--- src/rtl/uart_rx_pkg.sv ---
// Shared definitions for the oversampling UART receiver: FSM encoding and tick constants.
package uart_rx_pkg;

  typedef enum logic [2:0] {
    ST_IDLE   = 3'd0,
    ST_START  = 3'd1,
    ST_DATA   = 3'd2,
    ST_PARITY = 3'd3,
    ST_STOP   = 3'd4,
    ST_BREAK  = 3'd5
  } rx_state_e;

  localparam int OVERSAMPLE_DEF = 16;

  // Tick index inside the start bit at which the line is re-checked (centre of the bit).
  function automatic int mid_tick(input int oversample);
    return oversample / 2 - 1;
  endfunction

endpackage

--- src/rtl/uart_rx_sync.sv ---
// Multi-flop synchroniser for the asynchronous serial line; resets to the idle (high) level.
// Latency SYNC_STAGES clocks, no backpressure.
module uart_rx_sync #(
  parameter int SYNC_STAGES = 2
) (
  input  logic clk,
  input  logic rst,
  input  logic d,
  output logic q
);

  logic [SYNC_STAGES-1:0] sync_q;
  logic [SYNC_STAGES-1:0] sync_d;

  always_comb begin
    sync_d = {sync_q[SYNC_STAGES-2:0], d};
  end

  always_ff @(posedge clk) begin
    if (rst) begin
      sync_q <= '1;
    end else begin
      sync_q <= sync_d;
    end
  end

  assign q = sync_q[SYNC_STAGES-1];

endmodule

--- src/rtl/uart_rx_oversample.sv ---
// UART receiver on a 16x sample tick with a one-entry VALID/READY holding register; byte is valid
// the cycle after the stop-bit sample, a full unaccepted register drops new bytes (OVERRUN). Parity: UART_RX_PARITY_EN.
module uart_rx_oversample
  import uart_rx_pkg::*;
#(
  parameter int DATA_BITS   = 8,
  parameter int OVERSAMPLE  = OVERSAMPLE_DEF,
  parameter int SYNC_STAGES = 2
) (
  input  logic                 CLK,
  input  logic                 RST,
  input  logic                 BDSAM,
  input  logic                 RXD,
  output logic [DATA_BITS-1:0] RX_DATA,
  output logic                 RX_VALID,
  input  logic                 RX_READY,
  output logic                 FRAME_ERR,
  output logic                 PARITY_ERR,
  output logic                 OVERRUN,
  output logic                 BUSY
);

  localparam int TW = $clog2(OVERSAMPLE);
  localparam int BW = $clog2(DATA_BITS + 1);
  localparam logic [TW-1:0] TICK_MID  = TW'(mid_tick(OVERSAMPLE));
  localparam logic [TW-1:0] TICK_LAST = TW'(OVERSAMPLE - 1);
  localparam logic [BW-1:0] BIT_LAST  = BW'(DATA_BITS - 1);

  logic rxd_s;

  uart_rx_sync #(
    .SYNC_STAGES(SYNC_STAGES)
  ) u_sync (
    .clk(CLK),
    .rst(RST),
    .d  (RXD),
    .q  (rxd_s)
  );

  rx_state_e            state_q, state_d;
  logic [TW-1:0]        tick_q, tick_d;
  logic [BW-1:0]        bit_q, bit_d;
  logic [DATA_BITS-1:0] shift_q, shift_d;
  logic                 deliver;
  logic                 stop_bad;

  logic [DATA_BITS-1:0] data_q, data_d;
  logic                 valid_q, valid_d;
  logic                 ferr_q, ferr_d;
  logic                 ovr_q, ovr_d;
  logic                 accept;

`ifdef UART_RX_PARITY_EN
  logic perr_q, perr_d;
  logic perr_hold_q, perr_hold_d;
`endif

  always_comb begin
    state_d  = state_q;
    tick_d   = tick_q;
    bit_d    = bit_q;
    shift_d  = shift_q;
    deliver  = 1'b0;
    stop_bad = 1'b0;
`ifdef UART_RX_PARITY_EN
    perr_d   = perr_q;
`endif
    if (BDSAM) begin
      case (state_q)
        ST_IDLE: begin
          if (!rxd_s) begin
            state_d = ST_START;
            tick_d  = '0;
          end
        end
        ST_START: begin
          if (tick_q == TICK_MID) begin
            tick_d  = '0;
            bit_d   = '0;
            state_d = rxd_s ? ST_IDLE : ST_DATA;
          end else begin
            tick_d = tick_q + TW'(1);
          end
        end
        ST_DATA: begin
          if (tick_q == TICK_LAST) begin
            tick_d  = '0;
            shift_d = {rxd_s, shift_q[DATA_BITS-1:1]};
            bit_d   = bit_q + BW'(1);
            if (bit_q == BIT_LAST) begin
`ifdef UART_RX_PARITY_EN
              state_d = ST_PARITY;
`else
              state_d = ST_STOP;
`endif
            end
          end else begin
            tick_d = tick_q + TW'(1);
          end
        end
`ifdef UART_RX_PARITY_EN
        ST_PARITY: begin
          if (tick_q == TICK_LAST) begin
            tick_d  = '0;
            perr_d  = (^shift_q) ^ rxd_s;
            state_d = ST_STOP;
          end else begin
            tick_d = tick_q + TW'(1);
          end
        end
`endif
        ST_STOP: begin
          if (tick_q == TICK_LAST) begin
            tick_d   = '0;
            deliver  = 1'b1;
            stop_bad = !rxd_s;
            // A low stop bit means the line may stay low; park until it rises.
            state_d  = rxd_s ? ST_IDLE : ST_BREAK;
          end else begin
            tick_d = tick_q + TW'(1);
          end
        end
        ST_BREAK: begin
          if (rxd_s) begin
            state_d = ST_IDLE;
          end
        end
        default: state_d = ST_IDLE;
      endcase
    end
  end

  always_comb begin
    accept  = valid_q & RX_READY;
    data_d  = data_q;
    valid_d = valid_q;
    ferr_d  = ferr_q;
    ovr_d   = ovr_q;
`ifdef UART_RX_PARITY_EN
    perr_hold_d = perr_hold_q;
`endif
    if (accept) begin
      valid_d = 1'b0;
      ovr_d   = 1'b0;
    end
    if (deliver) begin
      if (!valid_q || accept) begin
        data_d  = shift_q;
        ferr_d  = stop_bad;
        valid_d = 1'b1;
`ifdef UART_RX_PARITY_EN
        perr_hold_d = perr_q;
`endif
      end else begin
        ovr_d = 1'b1;
      end
    end
  end

  always_ff @(posedge CLK) begin
    if (RST) begin
      state_q <= ST_IDLE;
      tick_q  <= '0;
      bit_q   <= '0;
      shift_q <= '0;
      data_q  <= '0;
      valid_q <= 1'b0;
      ferr_q  <= 1'b0;
      ovr_q   <= 1'b0;
    end else begin
      state_q <= state_d;
      tick_q  <= tick_d;
      bit_q   <= bit_d;
      shift_q <= shift_d;
      data_q  <= data_d;
      valid_q <= valid_d;
      ferr_q  <= ferr_d;
      ovr_q   <= ovr_d;
    end
  end

`ifdef UART_RX_PARITY_EN
  always_ff @(posedge CLK) begin
    if (RST) begin
      perr_q      <= 1'b0;
      perr_hold_q <= 1'b0;
    end else begin
      perr_q      <= perr_d;
      perr_hold_q <= perr_hold_d;
    end
  end
  assign PARITY_ERR = perr_hold_q;
`else
  assign PARITY_ERR = 1'b0;
`endif

  assign RX_DATA   = data_q;
  assign RX_VALID  = valid_q;
  assign FRAME_ERR = ferr_q;
  assign OVERRUN   = ovr_q;
  assign BUSY      = (state_q != ST_IDLE);

endmodule

--- config.mk ---
export PLATFORM = sky130hd
export DESIGN_NAME = uart_rx_oversample
export DESIGN_NICKNAME = d
export VERILOG_FILES = /design/src/rtl/uart_rx_pkg.sv /design/src/rtl/uart_rx_sync.sv /design/src/rtl/uart_rx_oversample.sv
export SDC_FILE = /design/constraint.sdc
export NUM_CORES = 1
export LEC_CHECK = 0
export ABC_AREA = 1
export ABC_CLOCK_PERIOD_IN_PS = 3050
export CORE_ASPECT_RATIO = 1.25
export CORE_UTILIZATION = 57
export CTS_CLUSTER_SIZE = 30
export DETAILED_ROUTE_END_ITERATION = 12
export GPL_TIMING_DRIVEN = 0
export PLACE_DENSITY = 0.79
export SYNTH_ARGS = -nofsm -noshare
export SYNTH_HDL_FRONTEND = slang
export SYNTH_SLANG_ARGS = --single-unit
--- constraint.sdc ---
create_clock -name CLK -period 3.05 [get_ports CLK]
set_clock_uncertainty 0.1 [all_clocks]
set_input_delay 0.61 -clock CLK [delete_from_list [all_inputs] [get_ports CLK]]
set_output_delay 0.61 -clock CLK [all_outputs]
set_load 0.1 [all_outputs]
# Word-level counts from Yosys, hierarchy flattened
# Cells that the tools add are included.
[op_classes]
n_addsub = 2
n_eq_ne = 13
mux = 28
bitwise_logic = 1
reduce_logical = 13
[ops]
columns = ["cell", "n"]
rows = [
  ["2-to-1 mux 3 bit", 7],
  ["2-to-1 mux 4 bit", 5],
  ["case mux 3 bit (5 select lines)", 1],
  ["2-to-1 mux 1 bit", 12],
  ["case mux 4 bit (3 select lines)", 1],
  ["!= test 2 bit (second input constant)", 5],
  ["adder 4 x 1 -> 4 bit (second input constant)", 2],
  ["equality test 4 x 3 -> 1 bit (second input constant)", 2],
  ["case mux 4 bit (2 select lines)", 1],
  ["AND reduction 7 bit", 1],
  ["equality test 3 bit (second input constant)", 2],
  ["AND reduction 3 bit", 2],
  ["nonzero test 3 bit", 2],
  ["equality test 4 bit (second input constant)", 1],
  ["AND reduction 4 bit", 1],
  ["equality test 3 x 1 -> 1 bit (second input constant)", 1],
  ["equality test 3 x 2 -> 1 bit (second input constant)", 1],
  ["logical NOT 3 bit", 1],
  ["logical NOT 1 bit", 2],
  ["2-to-1 mux 2 bit", 1],
  ["!= test 2 x 1 -> 1 bit (second input constant)", 1],
  ["AND reduction 2 bit", 1],
  ["nonzero test 2 bit", 1],
  ["OR reduction 2 bit", 1],
  ["2 further kinds", 2],
]
[totals]
ff_bits = 32
in_bits = 5
out_inout_bits = 13

# Longest topological paths before layout
# Gate-level depths: netlist of the first run.
[logic_depth]
ltp_word = 5
depth_mapped = 10
depth_no_buf = 10

# By module
# From an unflattened synthesis of the first run, not the netlist that was laid out.
[unflattened]
hier_cells = 220
area_unflattened_um2 = 1525.2
[by_module_without_submodules]
columns = ["module", "n_inst", "cells_each", "area_each_um2"]
rows = [
  ["uart_rx_oversample", 1, 213, 1466.4],
  ["uart_rx_sync", 1, 7, 58.8],
]

# Worst setup path after synthesis of the first run
# OpenSTA, ideal clock, no wires.
[synth_timing]
path_kind = "flip-flop to output port"
start = "register state_q[2]"
end = "output BUSY"
arrival_time_ns = 1.199
required_time_ns = 2.340
path_slack_ns = 1.141
path_stages_with_launch = 4
path_buffers = 1
path_cell_list = "dfxtp_1 clkbuf_2 inv_1 nand2_1"
[synth_via]
elab_chain_len = 1
[synth_lines]
columns = ["element", "line_no", "source"]
rows = [
  ["start, declared", "uart_rx_oversample.sv:40", "rx_state_e state_q, state_d;"],
  ["start signal, assigned", "uart_rx_oversample.sv:171", "state_q <= state_d;"],
  ["nonzero test 3 bit", "uart_rx_oversample.sv:201", "assign BUSY = (state_q != ST_IDLE);"],
  ["end, declared", "uart_rx_oversample.sv:20", "output logic BUSY"],
]
# No other way between the ends.

# Worst setup path after layout of the first run
# Same ends and word-level chain as after synthesis.

==> results.cfg, run 1 <==
[run_status]
status = complete, no violations

[finish]
multi_input_area_um2 = 813.3
final_nets = 253
fin_util_pct = 71.83
areaGrowthSynthToFinish_pct = 15.16
layout.cells.non_filler = 277
n_fill_cell = 228
diodes = 0
drive_gt1_share_pct = 11.07
sequential_cell_area_um2 = 640.6

[yosys]
synth_top_cell_by_area = dfxtp_1
synth_seq_cells = 32
synth_most_common_cell = nand2_1
synth_common_cells = nand2_1 (48), nor2_1 (40), dfxtp_1 (32)
synth_area_leaders = dfxtp_1 (41%), nand2_1 (11%), nor2_1 (9.5%)
synth_ff_type = dfxtp_1
syn_inst = 223
async_flop_share_pct = 0
avgSynthCellArea_um2 = 7.070
yosys.cell_types.count = 24
ys.warnings.count = 0
seq_area_frac_synth_pct = 40.63
syn_area_um2 = 1577
synth_edf_count = 0
syn_nets = 230
netlist.area_leader.share_pct = 40.63

[floorplanning]
rows = 20
die_area_um2 = 2982
start_util_pct = 62.38
io_pins = 18
core_um2 = 2527
die_h_um = 60.80
die_w_um = 49.04

[placed_design]
place.port_buffers = 16
dp_hpwl_um = 2565
dp_cells = 272
gp_congestion = 0.8381

[drt]
via_count = 1457
routedWlPerCell_um = 12.22
vias_per_cell = 5.260
wl_um = 3384
drc = 0
drtAntennaViolNets = 0
firstDrtPassIters = 4
first_iter_violations = 33

[clocking]
post_cts_resize_count = 0
clkSlewWorstSetupHoldPaths_ns = 0.09
cts_buffer_depth = 2
root_buffer = clkbuf_4
clock-sinks = 32
postCtsSetupRepairBufs = 0
insertion_delay_ns = 0.33
hold_buffers = 0
cts_tree = built
cts_max_level = 2
cts_made_buffers = 5

[critical_path]
start_kind = register
cp_slowest_cell = clkdlybuf4s50_1
arrival_ns = 2.15
path_class = reg -> out
crit_start = state_q[2]$_SDFFE_PP0P_
path_buf_inv = 3
cp.depth = 4
reg2reg_depth = 6
cp_data_required_time_ns = 2.34
crit_end = BUSY
crit_family = buffers and inverters
crit_path_max_fanout = 8
r2r-start = tick_q[0]$_SDFFE_PP0P_
r2r-end = shift_q[3]$_SDFFE_PP0P_
cp-end-kind = primary output
path_cells = clkbuf_2 -> inv_1 -> nand2_1 -> clkdlybuf4s50_1
worst-r2r-setup-slack_ns = 1.26
slowest_delay_ns = 1.12

[sta]
rsz0062_at_grt = false
tns_ns = 0
min_period_ns = 2.862
hold_viol = 0
finalMaxSlewViolations = 0
worst_slew_pin_slew_ns = 0.9925
finalCritPeriodShare_pct = 93.83
finalSetupViolations = 0
slew_headroom_pct = 33.63
max_freq_ghz = 0.3494

[pwr]
p_sw_uw = 564.8
pwr-share-comb_pct = 46.3
switching_share_pct = 44.53
p_leak_uw = 0.0007605
cellPowerDensity_nw_per_um2 = 698.7
clkPwrFrac_pct = 16.2
ir_drop_mv = 0.7011
seq_power_share_pct = 37.5
p_int_uw = 703.7

[grt]
grt_overflow_total = 0
grt_pass1_wl_um = 5416
grt_usage_pct = 24.97
grt_max_degree = 11
grt_pass1_vias = 1289
antenna_found_initial = 0

[flow_run]
cap_violations = 0

[hold_path]
min_path_type = reg -> reg
-- cells in the final DEF (no fill, tap or decap) --
master            n
a21oi_1          17
nand3_4           2
dfxtp_1          32
a21oi_2           1
nor2_2            3
buf_6             2
nand4_1           6
nand2_1          48
buf_4             1
nand3_1          20
inv_1            19
inv_2             1
nor2_4            2
nand2_2           3
ha_1              2
conb_1            1
clkbuf_2          2
or2_2             2
clkbuf_4          5
clkbuf_1          2
clkdlybuf4s50_1  16
o21ai_2           1
xnor2_1           1
o21ai_0          13
nor3_4            2
nor2_1           40
-- routing by layer --
layer	vias to the layer above	global-route usage, %	part of all wire (%)
li1	764	-	-
met1	650	24.50	40
met2	36	48.61	53
met3	7	7.769	5.2
met4	0	11.34	1.9
met5	-	0	0
-- worst register-to-register path, stage by stage, from the launching register on --
cell and delay [ns]:
dfxtp_1 0.41, ha_1 0.28, nand3_4 0.16, nor3_4 0.36, inv_2 0.14, nor2_1 0.15, nor2_1 0.08
-- metrics by stage --
stage                     area [um2]  total power [uW]  hold slack [ns]  setup slack [ns]
after floorplan                 1577             962.0           0.2895             1.141
after global placement          1778              1052           0.3103            0.5756
after detailed placement        1778              1072           0.3217            0.5488
after CTS                       1815              1279           0.3443            0.1746
after global routing            1815              1358           0.3522           0.08699
final                           1815              1268           0.3367            0.1881
-- cell families after synthesis --
family	count (synthesis)	synth area share (%)
DFF	32	40.63
AOI/OAI and AO/OA	32	10.63
and+or+nand+nor	128	38.57
buffers and inverters	27	7.778
other	1	0.2379
xor gates and xnor gates	1	0.5557
adders and majority gates	2	1.587
-- sequential cells by signal, summed over array words and instances (netlist names) --
| register | flops |
|---|---|
| FRAME_ERR | 1 |
| tick_q | 4 |
| state_q | 3 |
| u_sync.sync_q | 2 |
| OVERRUN | 1 |
| bit_q | 4 |
| RX_VALID | 1 |
| shift_q | 8 |
| RX_DATA | 8 |
-- how the worst min path moves through the flow --
stage                                 from                     endpoint  slack [ns]  cells after the start
2_1_floorplan  u_sync.sync_q[0]$_SDFF_PP1_  u_sync.sync_q[1]$_SDFF_PP1_        0.29                      1
3_3_place_gp   u_sync.sync_q[0]$_SDFF_PP1_  u_sync.sync_q[1]$_SDFF_PP1_        0.31                      1
3_5_place_dp   u_sync.sync_q[0]$_SDFF_PP1_  u_sync.sync_q[1]$_SDFF_PP1_        0.32                      1
4_1_cts        u_sync.sync_q[0]$_SDFF_PP1_  u_sync.sync_q[1]$_SDFF_PP1_        0.34                      1
5_1_grt        u_sync.sync_q[0]$_SDFF_PP1_  u_sync.sync_q[1]$_SDFF_PP1_        0.35                      1
6_report       u_sync.sync_q[0]$_SDFF_PP1_  u_sync.sync_q[1]$_SDFF_PP1_        0.34                      1
-- layout make-up --
class,instances,share of cell area [%]
Sequential cell,32,35.29
Multi-Input combinational cell,164,44.80
Tap cell,33,2.274
Clock buffer,5,2.068
Timing Repair Buffer,16,8.822
Inverter,20,4.135
Buffer,7,2.619
-- power by group through the flow --
stage          Sequential, uW  Clock [uW]  Combinational (uW)
2_1_floorplan             479           0                 483
3_3_place_gp              483           0                 570
3_5_place_dp              485           0                 587
4_1_cts                   476         215                 589
5_1_grt                   480         227                 651
6_report                  476         206                 587
Power figures use the tool's default switching activity.
==> inputs of run 2 (changes only) <==
--- a/config.mk
+++ b/config.mk
@@ -11,8 +11,10 @@
 export CORE_UTILIZATION = 57
 export CTS_CLUSTER_SIZE = 30
 export DETAILED_ROUTE_END_ITERATION = 12
+export GPL_ROUTABILITY_DRIVEN = 0
 export GPL_TIMING_DRIVEN = 0
 export PLACE_DENSITY = 0.79
+export SKIP_LAST_GASP = 1
 export SYNTH_ARGS = -nofsm -noshare
 export SYNTH_HDL_FRONTEND = slang
 export SYNTH_SLANG_ARGS = --single-unit
==> results of run 2 <==
No change in the layout: final DEF, timing and power equal those of run 1.
==> inputs of run 3 (changes only) <==
--- a/config.mk
+++ b/config.mk
@@ -6,14 +6,13 @@
 export NUM_CORES = 1
 export LEC_CHECK = 0
 export ABC_AREA = 1
-export ABC_CLOCK_PERIOD_IN_PS = 3050
+export ABC_CLOCK_PERIOD_IN_PS = 2770
 export CORE_ASPECT_RATIO = 1.25
-export CORE_UTILIZATION = 57
+export CORE_UTILIZATION = 55
 export CTS_CLUSTER_SIZE = 30
 export DETAILED_ROUTE_END_ITERATION = 12
 export GPL_ROUTABILITY_DRIVEN = 0
-export GPL_TIMING_DRIVEN = 0
-export PLACE_DENSITY = 0.79
+export PLACE_DENSITY = 0.76
 export SKIP_LAST_GASP = 1
 export SYNTH_ARGS = -nofsm -noshare
 export SYNTH_HDL_FRONTEND = slang
==> constraint.sdc (replaced) <==
create_clock -name CLK -period 2.77 [get_ports CLK]
set_clock_uncertainty 0.1 [all_clocks]
set_input_delay 0.554 -clock CLK [delete_from_list [all_inputs] [get_ports CLK]]
set_output_delay 0.554 -clock CLK [all_outputs]
set_load 0.1 [all_outputs]
==> run 3 against run 2 <==
- wire length down 3.9%
- largest power group unchanged
- largest cell class unchanged
- via count down 0.48%
- register-to-register slack worse by 0.36 ns
==> results.cfg, run 3 (synthesis gave the netlist of run 1 again) <==
[run_status]
status = complete, no violations

[pwr]
clkPwrFrac_pct = 19.2
seq_power_share_pct = 39.5
switching_share_pct = 44.07
cellPowerDensity_nw_per_um2 = 800.6
p_leak_uw = 0.0007699
total_power_uw = 1415
p_int_uw = 791.6
p_sw_uw = 623.8
pwr-share-comb_pct = 41.3
ir_drop_mv = 0.7198

[grt]
grt_pass1_wl_um = 5402
grt_usage_pct = 23.71
grt_max_degree = 18
antenna_found_initial = 0
grt_pass1_vias = 1259
grt_overflow_total = 0

[clocking]
root_buffer = clkbuf_4
postCtsSetupRepairBufs = 0
clkSlewWorstSetupHoldPaths_ns = 0.10
hold_buffers = 0
cts_buffer_depth = 2
clock-sinks = 32
cts_made_buffers = 5
post_cts_resize_count = 0
insertion_delay_ns = 0.33
cts_tree = built
cts_max_level = 2

[finish]
n_fill_cell = 256
diodes = 0
final_common_cell = nand2_1
final_cell_mix = nand2_1 (48), nor2_1 (40), dfxtp_1 (32), nand3_1 (20), inv_1 (19)
final_area_um2 = 1768
final_nets = 247
multi_input_area_um2 = 813.3
areaGrowthSynthToFinish_pct = 12.14
drive_gt1_share_pct = 14.94
sequential_cell_area_um2 = 640.6

[critical_path]
start_kind = register
cp_data_required_time_ns = 2.12
reg2reg_depth = 7
worst-r2r-setup-slack_ns = 0.90
path_cells = inv_1 -> nand2_1 -> buf_4
cp-end-kind = primary output
slowest_delay_ns = 0.47
path_class = reg -> out
path_buf_inv = 2
crit_family = flip-flops
crit_path_max_fanout = 8
arrival_ns = 1.33
cp_slowest_cell = dfxtp_1
cp.depth = 3

[sta]
holdWs_ns = 0.3243
finalSetupViolations = 0
max_freq_ghz = 0.5040
tns_ns = 0
rsz0062_at_grt = false
min_period_ns = 1.984
hold_viol = 0
setup_ws_ns = 0.7859
finalMaxSlewViolations = 0
finalCritPeriodShare_pct = 71.63

[floorplanning]
start_util_pct = 58.25
die_w_um = 49.89
die_h_um = 61.86
die_area_um2 = 3086
io_pins = 18
rows = 21
core_um2 = 2706

[hold_path]
min_path_type = reg -> reg
worstHoldPathCells = 1

[drt]
first_iter_violations = 46
routedWlPerCell_um = 11.83
drc = 0
wl_um = 3253
via_count = 1450
drtAntennaViolNets = 0
firstDrtPassIters = 4
vias_per_cell = 5.273

[placed_design]
place_area_um2 = 1709
dp_hpwl_um = 2422
dp_slack_ns = 0.4981
place.port_buffers = 16

[flow_run]
cap_violations = 0
## run 3: per-stage QoR
| step | std cells | util (%) |
|---|---|---|
| 2_1_floorplan | 223 | - |
| 3_3_place_gp | 267 | 63.15 |
| 3_5_place_dp | 267 | 63.15 |
| 4_1_cts | 275 | 65.33 |
| 5_1_grt | 275 | 65.33 |
| 6_report | 275 | 65.33 |
## run 3: layout make-up
type | instances | area share, %
Multi-Input combinational cell | 164 | 46.00
Sequential cell | 32 | 36.23
Timing Repair Buffer | 17 | 7.785
Inverter | 20 | 4.246
Clock buffer | 8 | 3.326
Tap cell | 34 | 2.406
## run 3: power by group through the flow
stage                     combinational [uW]  sequential [uW]  clock, uW
after floorplan                          531              528          0
after global placement                   570              565          0
after detailed placement                 583              570          0
after CTS                                584              559        282
after global routing                     656              567        302
final                                    584              560        272
## run 3: final timing paths
path / from / end
max: state_q[2]$_SDFFE_PP0P_ / BUSY
min: u_sync.sync_q[0]$_SDFF_PP1_ / u_sync.sync_q[1]$_SDFF_PP1_
max reg2reg: tick_q[0]$_SDFFE_PP0P_ / FRAME_ERR$_SDFFE_PP0P_
min reg2reg: u_sync.sync_q[0]$_SDFF_PP1_ / u_sync.sync_q[1]$_SDFF_PP1_
## run 3: layer usage
layer,vias to the layer above,share of wire (%),global-route usage (%)
met5,-,0,0
met4,0,2.4,11.43
met3,7,3.6,6.083
met2,27,52,43.44
met1,668,42,25.90
li1,748,-,-
